## src/rtl/alu_arb_pkg.sv

```systemverilog
// Shared types and constants for the two-port ALU arbiter.
package alu_arb_pkg;

  localparam int unsigned DATA_W_DEF = 32;
  localparam int unsigned SEL_W_DEF  = 3;
  localparam int unsigned TAG_W_DEF  = 4;

  typedef enum logic [1:0] {
    IDLE = 2'd0,
    EXEC = 2'd1,
    RESP = 2'd2
  } state_t;

  localparam logic [SEL_W_DEF-1:0] OP_AND = 3'b000;
  localparam logic [SEL_W_DEF-1:0] OP_OR  = 3'b001;
  localparam logic [SEL_W_DEF-1:0] OP_ADD = 3'b010;
  localparam logic [SEL_W_DEF-1:0] OP_SLL = 3'b011;
  localparam logic [SEL_W_DEF-1:0] OP_MUL = 3'b100;
  localparam logic [SEL_W_DEF-1:0] OP_SRL = 3'b101;
  localparam logic [SEL_W_DEF-1:0] OP_SUB = 3'b110;
  localparam logic [SEL_W_DEF-1:0] OP_SLT = 3'b111;

  // Only add and subtract produce a meaningful overflow flag.
  function automatic logic op_has_of(input logic [SEL_W_DEF-1:0] sel);
    return (sel == OP_ADD) || (sel == OP_SUB);
  endfunction

endpackage

```

## src/rtl/rr_arb2.sv

```systemverilog
// Two-way round-robin grant: a lone requester wins, on contention the
// port that did not win last time wins.
module rr_arb2 (
  input  logic [1:0] i_valid,
  input  logic       i_last_grant,
  output logic [1:0] o_grant
);

  always_comb begin
    o_grant = '0;
    case (i_valid)
      2'b01:   o_grant = 2'b01;
      2'b10:   o_grant = 2'b10;
      2'b11:   o_grant = i_last_grant ? 2'b01 : 2'b10;
      default: o_grant = '0;
    endcase
  end

endmodule

```

## src/rtl/alu_arbiter.sv

```systemverilog
// Shares one external combinational ALU between two valid/ready issue ports,
// with registered operands and result. Optional counters: ALU_ARB_STATS_EN.
module alu_arbiter
  import alu_arb_pkg::*;
#(
  parameter int unsigned DATA_W = DATA_W_DEF,
  parameter int unsigned SEL_W  = SEL_W_DEF,
  parameter int unsigned TAG_W  = TAG_W_DEF
) (
  input  logic              clk,
  input  logic              rst_n,
  input  logic              req0_valid,
  input  logic              req1_valid,
  output logic              req0_ready,
  output logic              req1_ready,
  input  logic [DATA_W-1:0] req0_a,
  input  logic [DATA_W-1:0] req0_b,
  input  logic [DATA_W-1:0] req1_a,
  input  logic [DATA_W-1:0] req1_b,
  input  logic [SEL_W-1:0]  req0_sel,
  input  logic [SEL_W-1:0]  req1_sel,
  input  logic [TAG_W-1:0]  req0_tag,
  input  logic [TAG_W-1:0]  req1_tag,
  output logic              rsp0_valid,
  output logic              rsp1_valid,
  input  logic              rsp0_ready,
  input  logic              rsp1_ready,
  output logic [DATA_W-1:0] rsp0_result,
  output logic [DATA_W-1:0] rsp1_result,
  output logic              rsp0_of,
  output logic              rsp1_of,
  output logic [TAG_W-1:0]  rsp0_tag,
  output logic [TAG_W-1:0]  rsp1_tag,
  output logic [DATA_W-1:0] alu_a,
  output logic [DATA_W-1:0] alu_b,
  output logic [SEL_W-1:0]  alu_sel,
  input  logic [DATA_W-1:0] alu_result,
  input  logic              alu_of
`ifdef ALU_ARB_STATS_EN
  ,
  output logic [31:0]       stat_ops0,
  output logic [31:0]       stat_ops1,
  output logic [31:0]       stat_stall
`endif
);

  state_t            r_state;
  state_t            w_state_nxt;
  logic              r_last_grant;
  logic              r_port;
  logic [DATA_W-1:0] r_a;
  logic [DATA_W-1:0] r_b;
  logic [SEL_W-1:0]  r_sel;
  logic [TAG_W-1:0]  r_tag;
  logic [DATA_W-1:0] r_result;
  logic              r_of;

  logic [1:0]        w_req_valid;
  logic [1:0]        w_grant;
  logic              w_accept;
  logic              w_rsp_hs;
  logic [DATA_W-1:0] w_a;
  logic [DATA_W-1:0] w_b;
  logic [SEL_W-1:0]  w_sel;
  logic [TAG_W-1:0]  w_tag;

  // Ready is held low while reset is asserted so nothing is accepted then.
  assign w_req_valid = ((r_state == IDLE) && rst_n) ? {req1_valid, req0_valid} : 2'b00;

  rr_arb2 u_rr_arb2 (
    .i_valid      (w_req_valid),
    .i_last_grant (r_last_grant),
    .o_grant      (w_grant)
  );

  assign req0_ready = w_grant[0];
  assign req1_ready = w_grant[1];
  assign w_accept   = |w_grant;
  assign w_rsp_hs   = (r_state == RESP) && (r_port ? rsp1_ready : rsp0_ready);

  always_comb begin
    w_a   = req0_a;
    w_b   = req0_b;
    w_sel = req0_sel;
    w_tag = req0_tag;
    if (w_grant[1]) begin
      w_a   = req1_a;
      w_b   = req1_b;
      w_sel = req1_sel;
      w_tag = req1_tag;
    end
  end

  always_comb begin
    w_state_nxt = r_state;
    case (r_state)
      IDLE:    if (w_accept) w_state_nxt = EXEC;
      EXEC:    w_state_nxt = RESP;
      RESP:    if (w_rsp_hs) w_state_nxt = IDLE;
      default: w_state_nxt = IDLE;
    endcase
  end

  always_ff @(posedge clk) begin
    if (!rst_n) begin
      r_state      <= IDLE;
      r_last_grant <= 1'b1;
      r_port       <= 1'b0;
      r_a          <= '0;
      r_b          <= '0;
      r_sel        <= '0;
      r_tag        <= '0;
      r_result     <= '0;
      r_of         <= 1'b0;
    end else begin
      r_state <= w_state_nxt;
      if ((r_state == IDLE) && w_accept) begin
        r_a          <= w_a;
        r_b          <= w_b;
        r_sel        <= w_sel;
        r_tag        <= w_tag;
        r_port       <= w_grant[1];
        r_last_grant <= w_grant[1];
      end
      if (r_state == EXEC) begin
        r_result <= alu_result;
        r_of     <= op_has_of(SEL_W_DEF'(r_sel)) ? alu_of : 1'b0;
      end
    end
  end

  assign rsp0_valid  = (r_state == RESP) && !r_port;
  assign rsp1_valid  = (r_state == RESP) && r_port;
  assign rsp0_result = r_result;
  assign rsp1_result = r_result;
  assign rsp0_of     = r_of;
  assign rsp1_of     = r_of;
  assign rsp0_tag    = r_tag;
  assign rsp1_tag    = r_tag;

  assign alu_a   = r_a;
  assign alu_b   = r_b;
  assign alu_sel = r_sel;

`ifdef ALU_ARB_STATS_EN
  logic [31:0] r_ops0;
  logic [31:0] r_ops1;
  logic [31:0] r_stall;
  logic        w_stall;

  assign w_stall = (req0_valid | req1_valid) & ~w_accept;

  always_ff @(posedge clk) begin
    if (!rst_n) begin
      r_ops0  <= '0;
      r_ops1  <= '0;
      r_stall <= '0;
    end else begin
      if (w_rsp_hs && !r_port) r_ops0 <= r_ops0 + 32'd1;
      if (w_rsp_hs && r_port)  r_ops1 <= r_ops1 + 32'd1;
      if (w_stall && (r_stall != '1)) r_stall <= r_stall + 32'd1;
    end
  end

  assign stat_ops0  = r_ops0;
  assign stat_ops1  = r_ops1;
  assign stat_stall = r_stall;
`endif

endmodule
```

## config.mk

```make
export PLATFORM = sky130hd
export DESIGN_NAME = alu_arbiter
export DESIGN_NICKNAME = d
export VERILOG_FILES = /design/src/rtl/alu_arb_pkg.sv /design/src/rtl/rr_arb2.sv /design/src/rtl/alu_arbiter.sv
export SDC_FILE = /design/constraint.sdc
export NUM_CORES = 1
export LEC_CHECK = 0
export CORE_AREA = 4 4 126 128
export DETAILED_ROUTE_END_ITERATION = 10
export DIE_AREA = 0 0 130 132
export PLACE_DENSITY = 0.77
export SYNTH_ARGS = -nofsm -noshare
export SYNTH_HDL_FRONTEND = slang
export SYNTH_HIERARCHICAL = 1
export SYNTH_SLANG_ARGS = --single-unit
```

## constraint.sdc

```tcl
create_clock -name clk -period 4.2 [get_ports clk]
set_input_delay 0.42 -clock clk [delete_from_list [all_inputs] [get_ports clk]]
set_output_delay 0.42 -clock clk [all_outputs]
set_load 0.05 [all_outputs]
```

* Word-level counts from Yosys, hierarchy flattened
Index checks and enable logic that the tools add are counted.
** Cells by class
- Equal/unequal tests :: 9
- Multiplexer cells :: 12
- Reduce and logical (&&, ||, !) cells :: 10
** Operators with widths (number)
- two-way mux 32 bit :: 2
- case mux 2 bit (3 select lines) :: 2
- two-way mux 2 bit :: 4
- equality test 2 bit (second input constant) :: 3
- logical AND 1 bit :: 5
- equality test 2 x 1 -> 1 bit (second input constant) :: 2
- two-way mux 4 bit :: 1
- inequality test 2 bit (second input constant) :: 2
- equality test 3 x 2 -> 1 bit (second input constant) :: 1
- equality test 3 bit (second input constant) :: 1
- two-way mux 3 bit :: 1
- zero test 2 bit :: 1
- two-way mux 1 bit :: 2
- AND reduction 2 bit :: 1
- OR reduction 2 bit :: 1
- zero test 1 bit :: 1
- logical OR 1 bit :: 1
** Word-level totals
- Register bits after elaboration :: 108
- Bits of input ports :: 181
- Output and inout port bits :: 145
- Logic and storage cells :: 40

* Depth between registers and ports, before layout
- Word-level depth :: 8
- Mapped depth :: 12
- Gate-level depth less buffers :: 6

* Hierarchy
The synthesis kept the hierarchy.
** By module, submodules not included
- alu_arbiter :: times used 1, cells an instance 528, area an instance 5121.2 um2, sequential area each 2162.1 um2
- rr_arb2 :: times used 1, cells an instance 3, area an instance 18.8 um2, sequential area each 0.0 um2

* Worst setup path before layout
OpenSTA, ideal clock, no wires.
- Path type :: reg2reg
- From :: reg r_state[1]
- To :: reg r_a[28], in the netlist alu_a[28]
- Setup time :: 0.116 ns
- Arrival :: 3.390 ns
- Required time :: 4.084 ns
- Slack :: 0.694 ns
- Cell stages (with the launch flop) :: 12
- Buffers on the path :: 5
- Clock period less this slack :: 3.506 ns
- Path through :: dfxtp_1 > nor2_1 > buf_2 > clkbuf_1 > and3_1 > a21boi_0 > buf_6 > or2_1 > buf_6 > buf_1 > nand3_1 > o211a_1
** On the way
- Longest elaborated chain between the ends :: 7
- Elaborated cells on any way between the ends :: 10
- Classes of those cells :: eq/ne (3); mux (3); reduce/logical (4)
** Ends and longest elaborated chain
- start, declared :: line alu_arbiter.sv:47 : state_t r_state;
- start signal, assigned :: line alu_arbiter.sv:116 : r_state <= w_state_nxt;
- zero test 2 bit (*) :: line alu_arbiter.sv:68 : assign w_req_valid = ((r_state == IDLE) && rst_n) ? {req1_valid, req0_valid} : 2'b00;
- logical AND 1 bit (*) :: line alu_arbiter.sv:68
- two-way mux 2 bit (*) :: line alu_arbiter.sv:68
- via w_req_valid[1] :: line alu_arbiter.sv:58 : logic [1:0] w_req_valid;
- equality test 2 bit or equality test 2 x 1 -> 1 bit (tied branches) :: line rr_arb2.sv:11 : case (i_valid)
- case mux 2 bit (3 select lines) (*) :: line rr_arb2.sv:11
- via req1_ready :: line alu_arbiter.sv:15 : output logic req1_ready,
- OR reduction 2 bit :: line alu_arbiter.sv:78 : assign w_accept = |w_grant;
- logical AND 1 bit :: line alu_arbiter.sv:117 : if ((r_state == IDLE) && w_accept) begin
- end signal, assigned :: line alu_arbiter.sv:118 : r_a <= w_a;
- end, declared :: line alu_arbiter.sv:51 : logic [DATA_W-1:0] r_a;
The timed path passes the listed nets; every way through them passes the cells marked *.
A chain may end at the register's enable or synchronous reset.

* Worst setup path after layout
- From :: reg r_state[1]
- To :: out req1_ready
** On the way
- Longest elaborated chain between the ends :: 5
- Elaborated cells on any way between the ends :: 7
- Classes of those cells :: eq/ne (3); mux (2); reduce/logical (2)
** Ends and longest elaborated chain (line)
- zero test 2 bit (*) :: alu_arbiter.sv:68
- logical AND 1 bit (*) :: alu_arbiter.sv:68
- two-way mux 2 bit (*) :: alu_arbiter.sv:68
- via w_req_valid[0] :: alu_arbiter.sv:58
- equality test 2 bit or equality test 2 x 1 -> 1 bit (tied branches) :: rr_arb2.sv:11
- case mux 2 bit (3 select lines) (*) :: rr_arb2.sv:11
- end, declared :: alu_arbiter.sv:15
Marks and branches as above.

==> reports/metrics.csv <==
stage,metric,value,unit
outcome,status,completed,
route,DR vias/cell,5.030,
clocking,Clock Latency Late Sink,340,ps
synthesis,"FFs w/ async S/R, synth",0,%
timing,fin crit share,73.55,%
synthesis,largest area contributor in the netlist,dfxtp_1,
pwr,register share of total power,36.2,%
worst_setup_path,CP Launch Type,flip-flop,
run,MaxCap Viol Count,0,
synthesis,number of synthesized flops with an enable pin,0,
floorplan,I/O Pins,326,
floorplan,Die Area,0.01716,mm2
worst_setup_path,crit path max fanout,14,
global_routing,pin count of the biggest net entering global routing,90,
pwr,Pint,0.002131,W
pwr,Logic pwr share,39.2,%
layout,Final #Nets,965,
route,Avg WL per Cell,17.52,um
placed_design,gpl congestion,0.8045,
placed_design,HPWL after DPL,12850,um
clocking,CTS Buf Count,9,
floorplan,Initial Util,34.58,%
clocking,Sink Count,108,
pwr,leakage,3.674,nW
pwr,power density over the cells,398.2,mW/mm2
timing,RSZ-0062 raised after global routing,false,
synthesis,"Top FF cell, synth",dfxtp_1,
pwr,Clk pwr share,24.6,%
layout,area grow syn2layout,63.95,%
clocking,hold-fix buffers at CTS,0,
synthesis,Synth top cells by count,"108 x dfxtp_1, 72 x mux2i_1, 72 x nand3_1, 71 x o211a_1, 68 x nand2_1",
hold_path,worst min-delay path class,primary input to flip-flop,
timing,Tightest Pin Transition,927.6,ps
timing,final hold violations,0,
timing,count of final setup violators,0,
worst_setup_path,peak per-stage delay on the critical path,950,ps
pwr,Max VDD drop,0.2036,mV
global_routing,vias in the first global route,4891,
timing,min Tclk post-route,3089,ps
global_routing,initial antenna violation count,0,
synthesis,Mapped Nets,712,
global_routing,gr usage total,18.88,%
synthesis,cells taking the most area after synthesis,"dfxtp_1 42%, mux2i_1 14%, o211a_1 14%",
route,initial DRC count,189,
timing,slew margin rel.,38.16,%
synthesis,YS warnings,6,
synthesis,Synth top area share,42.06,%
placed_design,IO Port Bufs,325,
layout,share of layout cells above drive strength 1,3.053,%
global_routing,global-route wire length before repair,25780,um
worst_setup_path,CP Capture Type,output pin,
worst_setup_path,WP data arrival,2670,ps
timing,post-route setup slack,1111,ps
worst_setup_path,CP max stage cell,clkdlybuf4s50_1,
floorplan,# rows,45,
clocking,Post-CTS Setup Inserts,0,
route,routed wire length,17070,um
floorplan,CORE AREA,0.01486,mm2
synthesis,Yosys reg bits,108,
clocking,Max clock buf depth,2,
worst_setup_path,crit path cell chain,nor2_4 -> and3_1 -> a21boi_4 -> clkdlybuf4s50_1,
timing,setup TNS,0,ps
synthesis,post-synthesis sequential area ratio,42.06,%
worst_setup_path,WS Path Type,flip-flop to output pin,
synthesis,Mean Syn Cell Area,9.680,um2
layout,n_diodes,0,
floorplan,Die Ht,132,um
synthesis,"count leader, synth",dfxtp_1,
route,Post-DRT Antenna Nets,0,
route,via count,4899,
pwr,Psw,0.001224,W
timing,Fmax achieved,0.3237,GHz
timing,Layout Skew,6.596,ps
worst_setup_path,Critical Path RT,3780,ps
clocking,clk root buf,clkbuf_16,
synthesis,Post-Syn Area,0.005140,mm2
floorplan,Die X,130,um
synthesis,synthesized instance count,531,
route,DR DRC count,0,
synthesis,Unique masters post-synth,24,
clocking,"Clk pin slew, worst setup/hold paths",60,ps
clocking,post-CTS sizing,0,
global_routing,grt total ovfl,0,
route,drt pass-1 iters,4,
pwr,Sw Share,36.48,%
placed_design,pre-CTS setup slack,1184,ps
clocking,CTS H-tree depth,3,
timing,Final Max Tran Viols,0,
clocking,CTS tree,done,
path summary, 6_finish.rpt:
kind	from	cells past startpoint	slack, ps	to
worst min-delay path	rst_n	2	460	rsp0_result[28]
worst max-delay path	r_state[1]	4	1110	req1_ready
worst min register to register	rsp0_result[2]	2	470	rsp0_result[2]
worst max register to register	r_state[1]	7	1440	alu_a[18]
placed cells by master, fill, tap and decap left out, types with 3 or more instances in the layout:
cell type,synthesis,routed
clkbuf_16,0,9
mux2i_1,72,72
dfxtp_1,108,108
o211a_1,71,71
nand2_1,68,68
and3_1,3,3
buf_4,37,6
clkdlybuf4s50_1,0,324
nand3_1,72,72
a21boi_1,36,36
flip-flops by register name (all words and copies together), names as in the netlist:
signal and cells:
alu_a 32, alu_b 32, alu_sel 3, r_last_grant 1, r_port 1, r_state 2
rsp0_of 1, rsp0_result 32, rsp0_tag 4
final cells by class:
cell class              count  area (um2)
clock inverters             2       37.54
fillers                  1260        6437
multi-input cells         333        2437
flip-flops and latches    108        2162
repair buffers            331        3308
inverters                   1       3.754
well taps                 188       235.2
clock buffers              11       242.7
power groups by stage:
stage | Combinational (W) | Sequential, W | Clock (W)
floorplan | 0.000470 | 0.00161 | 0
global placement | 0.00131 | 0.00123 | 0
detailed placement | 0.00132 | 0.00124 | 0
CTS | 0.00133 | 0.00122 | 0.000848
global route | 0.00138 | 0.00123 | 0.000888
finish | 0.00131 | 0.00122 | 0.000825
cell families after synthesis:
family / count (synthesis) / synth area share [%]
and+or+nand+nor: 153 / 13.75
AOI/OAI and AO/OA: 108 / 19.23
DFF: 108 / 42.06
buffers and inverters: 90 / 10.93
muxes: 72 / 14.02
stage by stage:
stage / hold WS (ps) / util (%) / total power (W) / instances / cell area (um2)
3_3_place_gp: 454.5 / 54.81 / 0.002543 / 961 / 8147
4_1_cts: 446.3 / 56.69 / 0.003393 / 974 / 8427
5_1_grt: 466.9 / 56.69 / 0.003501 / 974 / 8427
3_5_place_dp: 472.2 / 54.81 / 0.002562 / 961 / 8147
2_1_floorplan: 454.9 / - / 0.002080 / 531 / 5140
6_report: 460.4 / 56.69 / 0.003356 / 974 / 8427
layer usage:
layer | global-route usage [%] | vias up | routed length [um]
li1 | - | 2363 | -
met1 | 20.99 | 2291 | 6541
met2 | 33.32 | 224 | 8539
met3 | 6.402 | 21 | 1667
met4 | 6.409 | 0 | 319
met5 | 0 | - | 0
worst max-delay path: cells and delay by family, from the launching register on:
family                 cells  cell delay [ps]
DFF                        1              490
buffers and inverters      1              950
and+or+nand+nor            2              300
AOI/OAI and AO/OA          1              590
Note: power is estimated with default switching activity, not from simulation.
